==> src/rtl/pipe_pkg.sv <==
// Shared MIPS pipeline definitions: load-type encodings, datapath width defaults
// and the hard-wired zero register.
package pipe_pkg;

  localparam int DEF_DATA_W = 32;
  localparam int DEF_ADDR_W = 5;

  localparam int unsigned REG_ZERO = 0;

  localparam logic [2:0] LT_LW  = 3'd0;
  localparam logic [2:0] LT_LB  = 3'd1;
  localparam logic [2:0] LT_LBU = 3'd2;
  localparam logic [2:0] LT_LH  = 3'd3;
  localparam logic [2:0] LT_LHU = 3'd4;

endpackage

==> src/rtl/mem_wb_stage_load_align.sv <==
// Combinational big-endian load aligner: selects the addressed byte/halfword of a
// raw memory word and sign- or zero-extends it according to the load type.
module load_align
  import pipe_pkg::*;
#(
  parameter int DATA_W = DEF_DATA_W
) (
  input  logic [DATA_W-1:0] raw_word,
  input  logic [1:0]        byte_off,
  input  logic [2:0]        load_type,
  output logic [DATA_W-1:0] load_word
);

  logic [7:0]  byte_sel;
  logic [15:0] half_sel;

  always_comb begin
    byte_sel  = raw_word[DATA_W-1 -: 8];
    half_sel  = raw_word[DATA_W-1 -: 16];
    load_word = raw_word;

    // Offset 0 addresses the most significant byte; halfwords ignore off[0].
    case (byte_off)
      2'd0:    byte_sel = raw_word[DATA_W-1  -: 8];
      2'd1:    byte_sel = raw_word[DATA_W-9  -: 8];
      2'd2:    byte_sel = raw_word[DATA_W-17 -: 8];
      default: byte_sel = raw_word[DATA_W-25 -: 8];
    endcase

    if (byte_off[1]) begin
      half_sel = raw_word[DATA_W-17 -: 16];
    end

    case (load_type)
      LT_LB:   load_word = {{(DATA_W-8){byte_sel[7]}}, byte_sel};
      LT_LBU:  load_word = {{(DATA_W-8){1'b0}}, byte_sel};
      LT_LH:   load_word = {{(DATA_W-16){half_sel[15]}}, half_sel};
      LT_LHU:  load_word = {{(DATA_W-16){1'b0}}, half_sel};
      default: load_word = raw_word;
    endcase
  end

endmodule

==> src/rtl/mem_wb_stage.sv <==
// MEM/WB pipeline register and write-back stage with retired-instruction counter.
// Define MEM_WB_BYPASS_EN to forward the write-back value to the ID-stage reads.
module mem_wb_stage
  import pipe_pkg::*;
#(
  parameter int DATA_W = DEF_DATA_W,
  parameter int ADDR_W = DEF_ADDR_W
) (
  input  logic              clk,
  input  logic              rst,
  input  logic              stall,
  input  logic              flush,
  input  logic              mem_valid,
  input  logic              mem_reg_write,
  input  logic              mem_mem_to_reg,
  input  logic [2:0]        mem_load_type,
  input  logic [1:0]        mem_byte_off,
  input  logic [DATA_W-1:0] mem_alu_result,
  input  logic [DATA_W-1:0] mem_read_data,
  input  logic [ADDR_W-1:0] mem_rd,
  input  logic [ADDR_W-1:0] id_rs,
  input  logic [ADDR_W-1:0] id_rt,
  input  logic [DATA_W-1:0] id_rs_data_in,
  input  logic [DATA_W-1:0] id_rt_data_in,
  output logic [DATA_W-1:0] id_rs_data,
  output logic [DATA_W-1:0] id_rt_data,
  output logic              wb_valid,
  output logic              wb_reg_write,
  output logic [ADDR_W-1:0] wb_addr,
  output logic [DATA_W-1:0] wb_data,
  output logic [31:0]       retire_count
);

  logic              valid_q,        valid_d;
  logic              reg_write_q,    reg_write_d;
  logic              mem_to_reg_q,   mem_to_reg_d;
  logic [2:0]        load_type_q,    load_type_d;
  logic [1:0]        byte_off_q,     byte_off_d;
  logic [DATA_W-1:0] alu_result_q,   alu_result_d;
  logic [DATA_W-1:0] read_data_q,    read_data_d;
  logic [ADDR_W-1:0] rd_q,           rd_d;
  logic [31:0]       retire_count_q, retire_count_d;
  logic [DATA_W-1:0] load_word;

  always_comb begin
    valid_d        = valid_q;
    reg_write_d    = reg_write_q;
    mem_to_reg_d   = mem_to_reg_q;
    load_type_d    = load_type_q;
    byte_off_d     = byte_off_q;
    alu_result_d   = alu_result_q;
    read_data_d    = read_data_q;
    rd_d           = rd_q;
    retire_count_d = retire_count_q;

    // An instruction retires when it leaves WB normally; flushed ones never count.
    if (valid_q && !stall && !flush) begin
      retire_count_d = retire_count_q + 32'd1;
    end

    if (flush) begin
      valid_d      = 1'b0;
      reg_write_d  = 1'b0;
      mem_to_reg_d = 1'b0;
      load_type_d  = '0;
      byte_off_d   = '0;
      alu_result_d = '0;
      read_data_d  = '0;
      rd_d         = '0;
    end else if (!stall) begin
      valid_d      = mem_valid;
      reg_write_d  = mem_reg_write;
      mem_to_reg_d = mem_mem_to_reg;
      load_type_d  = mem_load_type;
      byte_off_d   = mem_byte_off;
      alu_result_d = mem_alu_result;
      read_data_d  = mem_read_data;
      rd_d         = mem_rd;
    end
  end

  always_ff @(posedge clk) begin
    if (rst) begin
      valid_q        <= 1'b0;
      reg_write_q    <= 1'b0;
      mem_to_reg_q   <= 1'b0;
      load_type_q    <= '0;
      byte_off_q     <= '0;
      alu_result_q   <= '0;
      read_data_q    <= '0;
      rd_q           <= '0;
      retire_count_q <= '0;
    end else begin
      valid_q        <= valid_d;
      reg_write_q    <= reg_write_d;
      mem_to_reg_q   <= mem_to_reg_d;
      load_type_q    <= load_type_d;
      byte_off_q     <= byte_off_d;
      alu_result_q   <= alu_result_d;
      read_data_q    <= read_data_d;
      rd_q           <= rd_d;
      retire_count_q <= retire_count_d;
    end
  end

  load_align #(
    .DATA_W (DATA_W)
  ) u_load_align (
    .raw_word  (read_data_q),
    .byte_off  (byte_off_q),
    .load_type (load_type_q),
    .load_word (load_word)
  );

  assign wb_valid     = valid_q;
  assign wb_reg_write = valid_q & reg_write_q & (rd_q != ADDR_W'(REG_ZERO));
  assign wb_addr      = rd_q;
  assign wb_data      = mem_to_reg_q ? load_word : alu_result_q;
  assign retire_count = retire_count_q;

`ifdef MEM_WB_BYPASS_EN
  // $0 never matches here because wb_reg_write is already low for rd == 0.
  assign id_rs_data = (wb_reg_write && (wb_addr == id_rs)) ? wb_data : id_rs_data_in;
  assign id_rt_data = (wb_reg_write && (wb_addr == id_rt)) ? wb_data : id_rt_data_in;
`else
  assign id_rs_data = id_rs_data_in;
  assign id_rt_data = id_rt_data_in;
`endif

endmodule

==> config.mk <==
export PLATFORM = sky130hd
export DESIGN_NAME = mem_wb_stage
export DESIGN_NICKNAME = d
export VERILOG_FILES = /design/src/rtl/pipe_pkg.sv /design/src/rtl/mem_wb_stage_load_align.sv /design/src/rtl/mem_wb_stage.sv
export SDC_FILE = /design/constraint.sdc
export NUM_CORES = 1
export LEC_CHECK = 0
export BUFFER_PORTS_ARGS = -buffer_cell sky130_fd_sc_hd__buf_2
export CAP_MARGIN = 20
export CELL_PAD_IN_SITES_DETAIL_PLACEMENT = 1
export CELL_PAD_IN_SITES_GLOBAL_PLACEMENT = 2
export CORE_AREA = 4 4 162 164
export DETAILED_ROUTE_END_ITERATION = 8
export DIE_AREA = 0 0 166 168
export PLACE_DENSITY = 0.75
export SLEW_MARGIN = 20
export SYNTH_ARGS = -nofsm -noshare
export SYNTH_HDL_FRONTEND = slang
export SYNTH_SLANG_ARGS = --single-unit
export TNS_END_PERCENT = 5
==> constraint.sdc <==
create_clock -name clk -period 1.8 [get_ports clk]
set_clock_uncertainty 0.1 [all_clocks]
set_input_delay 0.27 -clock clk [delete_from_list [all_inputs] [get_ports clk]]
set_output_delay 0.27 -clock clk [all_outputs]
set_load 0.005 [all_outputs]
### Word level (Yosys, flattened, before mapping)

Index checks and enable logic that the tools add are counted.

* equal/unequal tests: 6
* reductions and logical operators: 7
* divide/modulo/power cells: 0
* shift-type cells: 0
* multiply operators: 0
* multiplexer cells: 4
* bitwise gates (word level): 2
* magnitude comparators: 0
* $add $sub $neg: 1

Operator list (number)
* 32-bit one-hot mux with 4 select lines: 1
* 32-bit by 1-bit adder with 32-bit output (second input constant): 1
* 32-bit two-way mux: 1
* 8-bit one-hot mux with 3 select lines: 1
* 16-bit two-way mux: 1
* 3-bit by 2-bit == test with 1-bit output (second input constant): 2
* 5-bit nonzero test: 1
* 3-bit by 1-bit == test with 1-bit output (second input constant): 1
* 3-bit == test (second input constant): 1
* 1-bit AND: 2
* 2-bit by 1-bit == test with 1-bit output (second input constant): 1
* 2-bit == test (second input constant): 1
* 1-bit logical AND: 2
* 1-bit zero test: 2
* 2-bit zero test: 1
* 2-bit OR reduction: 1

* ROM bits: 0
* input port bits: 155
* bits in registers: 109
* word-level logic and storage cells: 29
* RAM bits: 0
* latch bits: 0
* output and inout port bits: 135
* memories kept: 0

### Longest topological paths before layout

* word-level depth: 4
* depth in mapped cells: 7
* mapped depth without buffers: 5

### By module

A second synthesis with hierarchy kept.

* cell total of the unflattened synthesis: 654
* area, all modules: 6167.2 µm²

Modules (own cells, without submodules)
* mem_wb_stage: sequential area each 2182.1 µm², instances 1, area an instance 5129.9 µm², cells each 532
* load_align: sequential area each 0.0 µm², instances 1, area an instance 1037.2 µm², cells each 122

### Worst setup path after synthesis

OpenSTA, ideal clock, no wires.

* kind: register to output
* start: register byte_off_q[1]
* end: output wb_data[20]
* required time: 1.430 ns
* data arrival time: 1.599 ns
* stages on the path, launching flop included: 6
* path buffers: 1
* slack: -0.169 ns
* path through: dfxtp_1 -> mux4_2 -> or2_0 -> a21boi_2 -> buf_4 -> a21oi_1

* word-level cells in the longest chain between the ends: 4
* elaborated cells on any way between the ends: 7
* classes of those cells: eq/ne: 2; mux: 4; reduce/logical: 1

Ends and longest elaborated chain
* from (decl): RTL line mem_wb_stage.sv:38 `logic [1:0] byte_off_q, byte_off_d;`
* from (signal assigned): RTL line mem_wb_stage.sv:98 `byte_off_q <= byte_off_d;`
* 2-bit == test, or another cell as far along: RTL line mem_wb_stage_load_align.sv:23 `case (byte_off)`
* 8-bit one-hot mux with 3 select lines: RTL line mem_wb_stage_load_align.sv:23
* 32-bit one-hot mux with 4 select lines *: RTL line mem_wb_stage_load_align.sv:34 `case (load_type)`
* 32-bit two-way mux *: RTL line mem_wb_stage.sv:118 `assign wb_data = mem_to_reg_q ? load_word : alu_result_q;`
* to (decl): RTL line mem_wb_stage.sv:30 `output logic [DATA_W-1:0] wb_data,`

Mark *: on every way between the ends. The rest lies on a longest branch, timed or not.

### Worst setup path in the final report

* start: register byte_off_q[1]
* end: output wb_data[19]

The elaborated chain is that of the path after synthesis.

==> run_results.csv <==
group,metric,value,unit
critical_path,r2r_start,"retire_count[17]",
clocking,ctsHoldBuffers,0,
power,powerDensity,726.8,nW/µm²
route,drt-total-wl,18830,µm
synth,syn-instance-count,639,
critical_path,critPathMaxFanout,12,
die,dieArea,27890,µm²
finish,stdcell_area,7385,µm²
die,die_w,166,µm
synth,yosysWarnings,0,
die,die_y,168,µm
die,ios,290,
synth,synth_top_area_share,38.60,%
synth,ys_top_cells_by_area,"dfxtp_1 (39%), mux2i_1 (14%), buf_4 (8.9%)",
finish,fin_util,29.67,%
finish,area_growth,30.63,%
finish,final_net_count,947,
sta,setup-violations-final,33,
global_routing,overflow,0,
route,first_pass_iters,4,
synth,yosysSeqAreaShare,38.60,%
synth,synth_common_cells,"nor2_1 (124), dfxtp_1 (109), mux2i_1 (81), buf_4 (67), a21oi_1 (48)",
outcome,outcome,"finished with violations",
critical_path,worstReg2RegEnd,"retire_count[31]",
hold_path,hp-start,"mem_read_data[10]",
synth,synth_cell_types,45,
job,maxCapViolations,0,
clocking,clk_path_buf_depth,2,
placement,dpl.hpwl,14020,µm
critical_path,rrSetupSlack,10,ps
synth,synthFlopType,"dfxtp_1",
clocking,cts.reportedPaths.clkPinSlew,100,ps
sta,fin_crit,2417,ps
sta,holdWs,17.92,ps
route,viasPerCell,4.512,
placement,dpl_cell_area,6927,µm²
route,drtIter0Drc,190,
global_routing,first_global_vias,5454,
global_routing,antenna_found_initial,7,
sta,rsz0062_at_grt,"yes",
synth,postSynthAreaPerCell,8.847,µm²
route,drc,0,
sta,fin_ws,-616.7,ps
synth,synth_seq_cells,109,
critical_path,crit_required,1430,ps
critical_path,end_kind,"output port",
die,core_area,24890,µm²
route,wire_per_inst,16.69,µm
placement,gp_congestion,0.7996,
sta,fin_crit_sh,134.3,%
hold_path,whs_endpoint,"read_data_q[10]",
global_routing,grt_max_degree,78,
synth,syn-cell-area,5653,µm²
critical_path,critPathArrivalTime,2050,ps
die,num_rows,58,
hold_path,hp-class,"input pin to flip-flop",
sta,worstMarginPinSlew,580.2,ps
synth,async_reset_ff_share,0,%
critical_path,startpoint_type,"flip-flop",
sta,finalMaxSlewViolations,0,
synth,synth_edf_count,0,
power,ir_worst_vdd,0.0004267,V
synth,synth_nets,795,
critical_path,ff2ff_path_depth,4,
die,initial_core_util,22.71,%
clocking,numCtsBuffers,9,
clocking,root_buffer,"clkbuf_16",
hold_path,hold_depth,3,
finish,drive_gt1_share,37.69,%
route,final_antenna_net_count,0,
global_routing,grt_use_total,13.46,%
sta,fmax,413.8,MHz
clocking,clk_latency,360,ps
outcome,violations,"negative setup slack",
route,via_count,5090,
clocking,h-tree-depth,3,
synth,synth_area_leader_cell,"dfxtp_1",
global_routing,grt_pass1_wl,30200,µm
synth,yosysMostFrequentCell,"nor2_1",
sta,hold_violations,0,
sta,slew_headroom,61.32,%
clocking,clock_sinks,109,
critical_path,criticalPathCategory,"flip-flop to output port",
placement,io_buffer_count,151,
power,p_leak,3.310,nW
clocking,cts_tree,"built",
==> cell usage in the layout (no fill, tap or decap), types with 2 or more instances in the layout <==
cell | synthesis | layout
buf_2 | 14 | 150
nor2_1 | 124 | 123
dfxtp_1 | 109 | 103
buf_4 | 67 | 84
mux2i_1 | 81 | 81
a21oi_1 | 48 | 47
nand2_1 | 25 | 25
o31ai_1 | 14 | 14
or4_1 | 14 | 14
nand3_1 | 10 | 10
nand4_1 | 9 | 9
clkbuf_16 | 0 | 9
mux4_2 | 8 | 8
nor2b_1 | 8 | 8
xor2_1 | 9 | 8
buf_6 | 0 | 8
a22oi_1 | 7 | 7
a222oi_1 | 6 | 6
dfxtp_2 | 0 | 6
inv_1 | 5 | 5
and4_1 | 6 | 5
mux2_2 | 5 | 5
buf_12 | 0 | 5
o21ai_0 | 7 | 4
o21ai_1 | 0 | 3
and2_1 | 4 | 3
and3_1 | 3 | 3
nor4_1 | 5 | 3
or3_1 | 4 | 3
diode_2 | 0 | 2
xnor2_1 | 2 | 2
nand2b_1 | 2 | 2
a31oi_1 | 2 | 2
nor4_2 | 0 | 2
clkinv_8 | 0 | 2
inv_8 | 0 | 2
==> worst max-delay path: stages, from the launching register on <==
cell and delay [ps]:
dfxtp_2 360, mux4_2 510, or2_1 230, a21boi_2 210
buf_12 170, a21oi_1 70, buf_2 130
==> metal layers <==
layer	track usage, %	routed length (µm)	up-vias
met3	5.189	1301	29
li1	-	-	2482
met5	0	95	-
met4	4.125	308	12
met1	15.07	7681	2438
met2	23.72	9439	129
==> where the power goes <==
| part | switching, W | internal (W) | total [W] |
|---|---|---|---|
| registers | 0.0000405 | 0.00247 | 0.00251 |
| logic | 0.000320 | 0.000312 | 0.000632 |
| clock network | 0.00119 | 0.00104 | 0.00223 |
| total | 0.00155 | 0.00382 | 0.00537 |
==> cell type report <==
| class | instances | area (µm²) |
|---|---|---|
| Sequential cell | 109 | 2190 |
| Fill cell | 2973 | 17510 |
| Antenna cell | 2 | 5.005 |
| Tap cell | 330 | 412.9 |
| Inverter | 5 | 18.77 |
| Multi-Input combinational cell | 419 | 2861 |
| Clock buffer | 9 | 225.2 |
| Clock inverter | 7 | 100.1 |
| Timing Repair Buffer | 247 | 1572 |
==> logic make-up after synthesis <==
logic type      synth area share [%]
buf+inv                        12.13
fa+ha+maj                     0.2213
compound gates                 10.07
flops                          38.60
xor+xnor                       1.704
simple gates                   18.75
mux                            18.53
==> flip-flops by register name (all words and copies together) (netlist names) <==
register	cells
mem_to_reg_q	1
byte_off_q	2
wb_addr	5
read_data_q	32
reg_write_q	1
alu_result_q	32
load_type_q	3
wb_valid	1
retire_count	32
==> worst max-delay path by stage <==
stage | start | to | slack (ps) | cells after the start
after floorplan | byte_off_q[1] | wb_data[20] | -130 | 5
after global placement | byte_off_q[1] | wb_data[8] | -320 | 6
after detailed placement | load_type_q[0] | wb_data[8] | -310 | 6
after CTS | byte_off_q[1] | wb_data[19] | -670 | 6
after global routing | byte_off_q[1] | wb_data[20] | -760 | 6
final | byte_off_q[1] | wb_data[19] | -620 | 6
==> through the flow <==
stage / cells / setup slack (ps) / total power, W / TNS [ps]
2_1_floorplan: 639 / -125.8 / 0.002997 / -2327
3_3_place_gp: 1107 / -319.0 / 0.003180 / -7694
3_5_place_dp: 1107 / -314.9 / 0.003190 / -8227
4_1_cts: 1126 / -665.5 / 0.005494 / -20220
5_1_grt: 1127 / -762.6 / 0.005653 / -22190
6_report: 1128 / -616.7 / 0.005367 / -17980
==> what timing repair did <==
item                       CTS  global route
gates resized for setup     13            19
setup endpoints to repair   33            46
pin swaps                    8             7
setup buffers                3             0
(Power assumes the default switching activity.)
